--- src/rtl/control_sequencer.sv ---
// Multi-cycle RV32I-subset control unit and program counter: FETCH -> EXEC -> (WB) -> FETCH.
// Latency: ALU/lui/sw/branch/jal retire in 2 cycles, lw in 3; an unsupported encoding parks in HALT.
// No backpressure: instruction memory is combinational and the datapath accepts one step per cycle.
module control_sequencer #(
  parameter int                    DATA_WIDTH    = 32,
  parameter int                    ADDRESS_WIDTH = 5,
  parameter logic [DATA_WIDTH-1:0] RESET_PC      = 32'h0000_0000
) (
  input  logic                     clk,
  input  logic                     rst,
  input  logic [DATA_WIDTH-1:0]    Instr,
  input  logic                     Zero,
  output logic [DATA_WIDTH-1:0]    InstrAddr,
  output logic [ADDRESS_WIDTH-1:0] A1,
  output logic [ADDRESS_WIDTH-1:0] A2,
  output logic [ADDRESS_WIDTH-1:0] A3,
  output logic                     RegWrite,
  output logic [DATA_WIDTH-1:0]    ImmExt,
  output logic                     ALUSrc,
  output logic                     MemWrite,
  output logic [1:0]               ResultSrc,
  output logic [DATA_WIDTH-1:0]    PCPlus4,
  output logic [2:0]               ALUControl,
  output logic                     Illegal
);

  typedef enum logic [1:0] {
    S_FETCH = 2'd0,
    S_EXEC  = 2'd1,
    S_WB    = 2'd2,
    S_HALT  = 2'd3
  } state_t;

  localparam logic [6:0] OP_R      = 7'b0110011;
  localparam logic [6:0] OP_IMM    = 7'b0010011;
  localparam logic [6:0] OP_LUI    = 7'b0110111;
  localparam logic [6:0] OP_LOAD   = 7'b0000011;
  localparam logic [6:0] OP_STORE  = 7'b0100011;
  localparam logic [6:0] OP_BRANCH = 7'b1100011;
  localparam logic [6:0] OP_JAL    = 7'b1101111;

  localparam logic [2:0] ALU_ADD = 3'b000;
  localparam logic [2:0] ALU_SUB = 3'b001;
  localparam logic [2:0] ALU_AND = 3'b010;
  localparam logic [2:0] ALU_OR  = 3'b011;
  localparam logic [2:0] ALU_SLT = 3'b101;

  // addi x0,x0,0: a harmless instruction so the decode outputs are defined out of reset
  localparam logic [DATA_WIDTH-1:0] IR_NOP = DATA_WIDTH'(32'h0000_0013);

  state_t                  state_q;
  logic [DATA_WIDTH-1:0]   pc_q;
  logic [DATA_WIDTH-1:0]   ir_q;
  logic                    illegal_q;

  logic [6:0]              opcode;
  logic [2:0]              funct3;
  logic [6:0]              funct7;
  logic [DATA_WIDTH-1:0]   imm_i, imm_s, imm_b, imm_j, imm_u;

  logic [DATA_WIDTH-1:0]   imm_c;
  logic                    alu_src_c;
  logic [1:0]              result_src_c;
  logic [2:0]              alu_ctrl_c;
  logic                    reg_wr_c;
  logic                    mem_wr_c;
  logic                    is_lw_c;
  logic                    is_branch_c;
  logic                    is_jal_c;
  logic                    is_lui_c;
  logic                    illegal_c;

  logic                    branch_taken;
  logic [DATA_WIDTH-1:0]   pc_plus4;
  logic [DATA_WIDTH-1:0]   pc_target;
  logic [DATA_WIDTH-1:0]   exec_pc_d;

  assign opcode = ir_q[6:0];
  assign funct3 = ir_q[14:12];
  assign funct7 = ir_q[31:25];

  // Immediate formats; B and J immediates always have bit 0 clear
  assign imm_i = {{(DATA_WIDTH-12){ir_q[31]}}, ir_q[31:20]};
  assign imm_s = {{(DATA_WIDTH-12){ir_q[31]}}, ir_q[31:25], ir_q[11:7]};
  assign imm_b = {{(DATA_WIDTH-13){ir_q[31]}}, ir_q[31], ir_q[7], ir_q[30:25], ir_q[11:8], 1'b0};
  assign imm_j = {{(DATA_WIDTH-21){ir_q[31]}}, ir_q[31], ir_q[19:12], ir_q[20], ir_q[30:21], 1'b0};
  assign imm_u = {ir_q[31:12], {(DATA_WIDTH-20){1'b0}}};

  // Decode the held instruction into datapath controls and a legality verdict
  always_comb begin
    imm_c        = '0;
    alu_src_c    = 1'b0;
    result_src_c = 2'b00;
    alu_ctrl_c   = ALU_ADD;
    reg_wr_c     = 1'b0;
    mem_wr_c     = 1'b0;
    is_lw_c      = 1'b0;
    is_branch_c  = 1'b0;
    is_jal_c     = 1'b0;
    is_lui_c     = 1'b0;
    illegal_c    = 1'b0;
    case (opcode)
      OP_R: begin
        reg_wr_c = 1'b1;
        if (funct7 == 7'b0000000) begin
          case (funct3)
            3'b000:  alu_ctrl_c = ALU_ADD;
            3'b111:  alu_ctrl_c = ALU_AND;
            3'b110:  alu_ctrl_c = ALU_OR;
            3'b010:  alu_ctrl_c = ALU_SLT;
            default: illegal_c  = 1'b1;
          endcase
        end else if (funct7 == 7'b0100000 && funct3 == 3'b000) begin
          alu_ctrl_c = ALU_SUB;
        end else begin
          illegal_c = 1'b1;
        end
      end
      OP_IMM: begin
        reg_wr_c  = 1'b1;
        alu_src_c = 1'b1;
        imm_c     = imm_i;
        case (funct3)
          3'b000:  alu_ctrl_c = ALU_ADD;
          3'b111:  alu_ctrl_c = ALU_AND;
          3'b110:  alu_ctrl_c = ALU_OR;
          3'b010:  alu_ctrl_c = ALU_SLT;
          default: illegal_c  = 1'b1;
        endcase
      end
      OP_LUI: begin
        // rd = 0 + U-imm through the ALU adder
        reg_wr_c  = 1'b1;
        alu_src_c = 1'b1;
        imm_c     = imm_u;
        is_lui_c  = 1'b1;
      end
      OP_LOAD: begin
        if (funct3 == 3'b010) begin
          alu_src_c    = 1'b1;
          imm_c        = imm_i;
          result_src_c = 2'b01;
          is_lw_c      = 1'b1;
        end else begin
          illegal_c = 1'b1;
        end
      end
      OP_STORE: begin
        if (funct3 == 3'b010) begin
          alu_src_c = 1'b1;
          imm_c     = imm_s;
          mem_wr_c  = 1'b1;
        end else begin
          illegal_c = 1'b1;
        end
      end
      OP_BRANCH: begin
        if (funct3 == 3'b000 || funct3 == 3'b001) begin
          alu_ctrl_c  = ALU_SUB;
          imm_c       = imm_b;
          is_branch_c = 1'b1;
        end else begin
          illegal_c = 1'b1;
        end
      end
      OP_JAL: begin
        reg_wr_c     = 1'b1;
        result_src_c = 2'b10;
        imm_c        = imm_j;
        is_jal_c     = 1'b1;
      end
      default: illegal_c = 1'b1;
    endcase
  end

  // funct3[0] separates bne from beq; all target arithmetic wraps naturally
  assign branch_taken = is_branch_c && (funct3[0] ? !Zero : Zero);
  assign pc_plus4     = pc_q + DATA_WIDTH'(4);
  assign pc_target    = pc_q + imm_c;
  assign exec_pc_d    = (branch_taken || is_jal_c) ? pc_target : pc_plus4;

  // Sequencer: state, PC, instruction register and sticky illegal flag
  always_ff @(posedge clk) begin
    if (rst) begin
      state_q   <= S_FETCH;
      pc_q      <= RESET_PC;
      ir_q      <= IR_NOP;
      illegal_q <= 1'b0;
    end else begin
      case (state_q)
        S_FETCH: begin
          ir_q    <= Instr;
          state_q <= S_EXEC;
        end
        S_EXEC: begin
          if (illegal_c) begin
            illegal_q <= 1'b1;
            state_q   <= S_HALT;
          end else if (is_lw_c) begin
            state_q <= S_WB;
          end else begin
            pc_q    <= exec_pc_d;
            state_q <= S_FETCH;
          end
        end
        S_WB: begin
          pc_q    <= pc_plus4;
          state_q <= S_FETCH;
        end
        default: state_q <= S_HALT;
      endcase
    end
  end

  assign InstrAddr  = pc_q;
  assign PCPlus4    = pc_plus4;
  assign A1         = is_lui_c ? '0 : ADDRESS_WIDTH'(ir_q[19:15]);
  assign A2         = ADDRESS_WIDTH'(ir_q[24:20]);
  assign A3         = ADDRESS_WIDTH'(ir_q[11:7]);
  assign ImmExt     = imm_c;
  assign ALUSrc     = alu_src_c;
  assign ResultSrc  = result_src_c;
  assign ALUControl = alu_ctrl_c;
  assign Illegal    = illegal_q;

  // Write strobes come only from state; rst kills them so the reset cycle never writes
  assign RegWrite = !rst && ((state_q == S_EXEC && reg_wr_c && !illegal_c) || state_q == S_WB);
  assign MemWrite = !rst && state_q == S_EXEC && mem_wr_c && !illegal_c;

endmodule

--- config.mk ---
export PLATFORM = sky130hd
export DESIGN_NAME = control_sequencer
export DESIGN_NICKNAME = d
export VERILOG_FILES = /design/src/rtl/control_sequencer.sv
export SDC_FILE = /design/constraint.sdc
export NUM_CORES = 1
export LEC_CHECK = 0
export CORE_ASPECT_RATIO = 1.2
export CORE_MARGIN = 3
export CORE_UTILIZATION = 54
export DETAILED_ROUTE_END_ITERATION = 10
export PLACE_DENSITY_LB_ADDON = 0.1
export SLEW_MARGIN = 20
export SYNTH_ARGS = -nofsm -noshare
export SYNTH_HDL_FRONTEND = slang
export SYNTH_SLANG_ARGS = --single-unit
--- constraint.sdc ---
create_clock -name clk -period 11.8 [get_ports clk]
set_input_delay 2.36 -clock clk [delete_from_list [all_inputs] [get_ports clk]]
set_output_delay 2.36 -clock clk [all_outputs]
set_load 0.03 [all_outputs]
-- Word level (Yosys, flattened, before mapping)
Cells that the tools add are included.
- bits in registers: 67
- latch bits: 0
- memory bits (writable): 0
- ROM bits: 0
- bits of input ports: 35
- output and inout port bits: 120
- logic and storage cells: 82
- memories: 0
- add/sub/neg operators: 2
- multiply operators: 0
- div/mod/pow operators: 0
- order comparisons: 0
- equal/unequal tests: 16
- shift operators: 0
- muxes and demuxes: 35
- bitwise operators: 0
- reduce and logical (&&, ||, !) cells: 25
- operators with widths (operator ; number):
    $mux W32 ; 6
    $pmux W32 S6 ; 1
    $pmux W32 S2 ; 1
    $add A32 B3 Y32 const B ; 1
    $add A32 B32 Y32 ; 1
    $eq A7 B6 Y1 const B ; 4
    $pmux W3 S3 ; 2
    $mux W1 ; 17
    $eq A7 B7 Y1 const B ; 2
    $logic_and A1 B1 Y1 ; 8
    $reduce_or A4 Y1 ; 2
    $eq A7 B2 Y1 const B ; 1
    $eq A7 B5 Y1 const B ; 1
    $logic_not A7 Y1 ; 1
    $eq A3 B3 Y1 const B ; 2
    $pmux W2 S3 ; 1
    $reduce_or A2 Y1 ; 3
    $mux W5 ; 1
    $pmux W1 S5 ; 1
    $mux W2 ; 2
    $ne A2 B2 Y1 const B ; 2
    $pmux W2 S2 ; 1
    $eq A3 B1 Y1 const B ; 1
    $eq A3 B2 Y1 const B ; 1
    11 further kinds ; 15

-- Logic depth before layout (Yosys ltp)
Gate-level depths: netlist (run 1).
- depth in word-level cells: 10
- mapped depth: 17
- gate-level depth less buffers: 15

-- Least setup slack after synthesis (run 1)
Ideal clock, no wire load.
- path kind: in2out
- start point: input rst
- end point: output MemWrite
- data arrival time: 3.251 ns
- data required time: 9.440 ns
- setup slack: 6.189 ns
- stages: 4
- buffers on the path: 2
- cells stage by stage: clkbuf_1 inv_1 clkbuf_1 and4_1
- word-level cells in the longest chain between the ends: 4
- RTL lines (item ; RTL line ; source):
    from (decl) ; 10 ; input logic rst,
    $logic_not A1 Y1 ; 228 ; assign MemWrite = !rst && state_q == S_EXEC && mem_wr_c && !illegal_c;
    $logic_and A1 B1 Y1 (3 in series) ; 228 ;
    to (decl) ; 20 ; output logic MemWrite,
Every way passes these cells.

-- Worst setup path in the final report (run 1)
Same ends and word-level chain as after synthesis.

==> results.cfg, run 1 <==
[run_status]
status = completed

[synth]
postSynthAreaPerCell_um2 = 7.29
synth-edff-count = 0
synth_area_mm2 = 0.00570
synth_area_leader_cell = dfxtp_1
ys_seq_area_share_pct = 23.5
yosysTopAreaCellShare_pct = 23.5
ys.flop_type = dfxtp_1
synth_nets = 849
ys_async_sr_fraction_pct = 0
synth_warnings = 0
synth.most_common_cell = nand2_1
ys_ff_latch = 67
synth_common_cells = 116 x nand2_1, 78 x a21oi_1, 67 x dfxtp_1
ys_types = 71
ys_top_cells_by_area = dfxtp_1 24%, nand2_1 7.6%, ha_1 7.0%
synth_cells = 781

[sta]
setup_viol = 0
tns_ns = 0
tightest_slew_ns = 0.870
max_freq_mhz = 145
period_needed_ns = 6.88
fin_worst_skew_ns = 0.00673
max_slew_margin_pct = 41.9
slew_viol_final = 0
holdWs_ns = 0.485
fin_crit_sh_pct = 58.3
hold_violations = 0
rsz0062_at_grt = no

[worst_setup_path]
end_kind = primary output
worst-path-stages = 5
slowest_delay_ns = 0.60
rrSetupSlack_ns = 7.00
r2r_cells = 14
cp.required_ns = 9.44
cpMaxStageDelayCell = inv_1
critPathMaxFanout = 53
cp_cell_sequence = buf_2 -> buf_4 -> inv_1 -> and4_1 -> clkdlybuf4s50_1
arrival_ns = 4.52
r2r_start = ir_q[14]
cp-start-kind = input pin
cp.buffers_inverters = 4
crit_type = in -> out
critical_path.top_delay_family = buffers and inverters
startpoint = rst
timing.rr.end = InstrAddr[28]
worstSetupEndpoint = MemWrite

[grt]
grt.total_usage_pct = 33.5
grt_pass1_wl_mm = 32.3
gr-total-overflow = 0
grt_pass1_vias = 6305
antenna_found_initial = 0
grt_max_degree = 54

[clocking]
clkTransAtPathRegs_ns = 0.06
cts_hold_buffers = 0
cts_root_buf = clkbuf_16
cts_resized = 0
cts.path.max_buffers = 2
cts_sinks = 67
clk_latency_ns = 0.33
cts_max_level = 3
cts_setup_buffers = 0
cts_buffers = 9
cts_tree = built

[floorplan]
core_area_mm2 = 0.0102
die_area_mm2 = 0.0118
die_h_um = 119
die_x_um = 99.8
initial_core_util_pct = 56.1
row_count = 40
ioPinCount = 155

[route]
dr.pass1.iters = 5
post_drt_via_cell_ratio = 6.45
drtIter0Drc = 544
route.detailed.wl_per_inst_um = 19.9
ant_nets = 0
routed_wl_mm = 20.4
drc = 0
vias = 6626

[finish]
area.growth.synth_to_final_pct = 31.8
design_area_mm2 = 0.00751
num_antenna_cells = 0
drive_gt1_share_pct = 4.21
nNetsFinal = 965

[flow_run]
maxCapViolCount = 0

[power]
power_density_mw_per_mm2 = 134
peakVddDrop_uv = 79.7
p_leak_uw = 0.00315

[place]
dpl_cell_area_mm2 = 0.00719
port_buffers = 154
gp_congestion = 0.934
dp.final_hpwl_mm = 14.6

[min_path]
worstHoldStart = ir_q[18]
hold_class = reg -> reg
hold_depth = 2
-- worst register-to-register path: stages, from the launching register on --
cell and delay [ns]:
dfxtp_1 0.53, nor2_1 0.15, and4_1 0.31, o21ai_0 0.20, o21ai_0 0.33, a22o_1 0.34, fa_1 0.47, a211oi_1 0.31
o21ai_1 0.18, a2111oi_2 0.62, o21ai_1 0.28, o2111a_1 0.30, nor3_1 0.27, mux2i_1 0.27, a31oi_1 0.11
-- how the worst min path moves through the flow --
| stage | to | slack (ns) |
|---|---|---|
| finish | ir_q[18] | 0.48 |
| floorplan | ir_q[15] | 0.45 |
| global placement | ir_q[19] | 0.45 |
| CTS | ir_q[18] | 0.48 |
| global route | ir_q[17] | 0.50 |
| detailed placement | ir_q[15] | 0.47 |
-- cell type report --
cell class | instances | area [um^2]
Inverter | 15 | 56.3
Sequential cell | 67 | 1340
Clock buffer | 11 | 253
Tap cell | 126 | 158
Multi-Input combinational cell | 646 | 4070
Clock inverter | 5 | 60.1
Timing Repair Buffer | 158 | 1570
Fill cell | 821 | 2650
-- placed cells by master (no fill, tap or decap), types with 9 or more instances in the layout --
cell type | synthesis | layout
clkbuf_16 | 0 | 9
a21oi_1 | 78 | 78
a21o_1 | 40 | 40
a211oi_1 | 9 | 9
and4_1 | 10 | 10
o21ai_0 | 47 | 47
nand2_1 | 116 | 116
nand3_1 | 31 | 31
xnor2_1 | 28 | 28
nor2_1 | 56 | 53
nand4_1 | 13 | 13
ha_1 | 32 | 32
and3_1 | 13 | 13
clkdlybuf4s50_1 | 0 | 153
nor2b_1 | 16 | 16
inv_1 | 15 | 15
nor3_1 | 21 | 21
xor2_1 | 23 | 23
dfxtp_1 | 67 | 67
-- cells by family after synthesis --
kind of cell / synth area share [%]
AO/OA/AOI/OAI: 27.8
adder cells (fa/ha/maj): 7.38
XOR/XNOR: 7.84
flip-flops: 23.5
buffers and inverters: 5.32
AND/OR/NAND/NOR: 27.3
multiplexers: 0.879
-- metal layers --
layer  track usage [%]  wire length, um  up-vias
li1                  -                -     3051
met1              43.6             8030     3105
met2              54.5             9740      410
met3              5.73             1950       60
met4              13.5              690        0
met5                 0                0        -
-- per-stage QoR --
stage               setup WS, ns  instances  total power [uW]  util (%)
finish                      4.92       1028              1010      73.9
global route                4.86       1028              1050      73.9
CTS                         5.02       1028              1000      73.8
detailed placement          5.02       1012               714      70.8
global placement            5.06       1012               706      70.8
floorplan                   6.19        781               566         -
-- where the power goes --
group / total, uW / switching (uW) / internal [uW]
Clock: 285 / 109 / 176
Combinational: 419 / 258 / 161
Sequential: 302 / 47.5 / 255
Total: 1010 / 415 / 592
-- flip-flops by register name (all words and copies together), names as in the netlist --
name / count
Illegal: 1
state_q: 2
InstrAddr: 32
ir_q: 32
Note: power is estimated with default switching activity, not from simulation.
==> inputs of run 2 (changes only) <==
Settings changed: CORE_UTILIZATION 54 to 50.
Clock period 11.8 ns to 6.41 ns, I/O delays scaled along.
==> results.cfg, run 2 (synthesis results as in run 1) <==
[route]
top_layer = met4
drtIter0Drc = 436
vias = 6492
met2_length_mm = 9.96
drc = 0
route.detailed.wl_per_inst_um = 19.6
post_drt_via_cell_ratio = 6.14
ant_nets = 0
met1Wirelength_mm = 8.39
wl_met3_mm = 1.62
dr.pass1.iters = 5
routed_wl_mm = 20.7

[worst_setup_path]
crit_type = reg -> out
arrival_ns = 3.45
end_kind = primary output
cpMaxStageDelayCell = clkdlybuf4s50_1
critical_path.top_delay_family = simple AND/OR/NAND/NOR gates
critPathMaxFanout = 13
cp.required_ns = 5.13
cp_cell_sequence = nand4_1 -> nor2_1 -> nor3_1 -> nor2b_1 -> a21o_1 -> clkdlybuf4s50_1
rrSetupSlack_ns = 1.91
slowest_delay_ns = 0.73
cp.buffers_inverters = 1
cp-start-kind = flip-flop

[place]
placedCellCount = 1041
dp.final_hpwl_mm = 15.4
post-place-ws_ns = 2.07
gp_congestion = 0.945
dpl_cell_area_mm2 = 0.00723
port_buffers = 154

[grt]
grt_pass1_wl_mm = 32.1
antenna_found_initial = 0
gr-total-overflow = 0
grt_max_degree = 53
grt.total_usage_pct = 32.4
grt_pass1_vias = 6232

[clocking]
cts_resized = 0
cts_setup_buffers = 0
clkTransAtPathRegs_ns = 0.06
cts_tree = built
cts_max_level = 3
cts_hold_buffers = 0
cts_sinks = 67
cts_root_buf = clkbuf_16
cts.path.max_buffers = 2
cts_buffers = 9
clk_latency_ns = 0.35

[power]
intPower_uw = 1090
p_sw_share_pct = 41.1
peakVddDrop_uv = 129
p_leak_uw = 0.00316
p_sw_uw = 761
p_comb_share_pct = 41.6
power_density_mw_per_mm2 = 245
clkPwrFrac_pct = 28.2
seqPwrFrac_pct = 30.1

[sta]
fin_ws_ns = 1.68
setup_viol = 0
rsz0062_at_grt = no
fin_crit_sh_pct = 73.8
max_slew_margin_pct = 49.2
slew_viol_final = 0
tns_ns = 0
max_freq_mhz = 211
fin_worst_skew_ns = 0.0109
hold_violations = 0
tightest_slew_ns = 0.761
period_needed_ns = 4.73

[finish]
fin_cells = 1057
multi_input_area_mm2 = 0.00407
layout_common_cells = 153 x clkdlybuf4s50_1, 116 x nand2_1, 78 x a21oi_1, 67 x dfxtp_1, 53 x nor2_1
ff_latch_area_mm2 = 0.00134
design_area_mm2 = 0.00754
drive_gt1_share_pct = 4.21
final_core_util_pct = 68.0
nNetsFinal = 966
fillers = 986
num_antenna_cells = 0
area.growth.synth_to_final_pct = 32.4
layout_commonest_cell = clkdlybuf4s50_1

[floorplan]
ioPinCount = 155
initial_core_util_pct = 51.4
die_h_um = 123
row_count = 42
core_area_mm2 = 0.0111
die_x_um = 103
die_area_mm2 = 0.0127

[flow_run]
maxCapViolCount = 0

[min_path]
hold_class = reg -> reg

[run_status]
status = completed
-- run 2: per-stage QoR --
stage          hold WS [ns]  power, uW
2_1_floorplan         0.445       1040
3_3_place_gp          0.459       1310
3_5_place_dp          0.461       1320
4_1_cts               0.475       1840
5_1_grt               0.509       1930
6_report              0.478       1850
-- run 2: worst min-delay path: stages (launching register included) --
cell and delay, ns:
dfxtp_1 0.33, a21oi_1 0.04, nor2_1 0.07
-- run 2: power by group through the flow --
| stage | clock network (uW) | registers (uW) | logic (uW) |
|---|---|---|---|
| 6_report | 522 | 557 | 769 |
| 3_5_place_dp | 0 | 561 | 759 |
| 5_1_grt | 545 | 564 | 824 |
| 2_1_floorplan | 0 | 578 | 463 |
| 3_3_place_gp | 0 | 557 | 749 |
| 4_1_cts | 527 | 553 | 765 |
-- run 2: final cells by class --
class	instances	share of cell area, %
clock inverters	4	0.647
clock buffers	12	3.40
multi-input cells	646	54.0
well taps	154	2.55
repair buffers	159	20.9
flip-flops and latches	67	17.8
inverters	15	0.746
-- run 2: layer usage --
metal | up-vias | GRT usage [%]
met5 | - | 0
met4 | 0 | 13.4
met3 | 55 | 7.11
met2 | 327 | 53.5
met1 | 3050 | 40.3
li1 | 3060 | -
-- run 2: path summary, 6_finish.rpt --
check / cells past startpoint / end / start
setup / recovery: 6 / ImmExt[24] / ir_q[5]
setup reg to reg: 14 / InstrAddr[31] / ir_q[5]
hold / removal: 2 / Illegal / Illegal
hold reg to reg: 2 / Illegal / Illegal
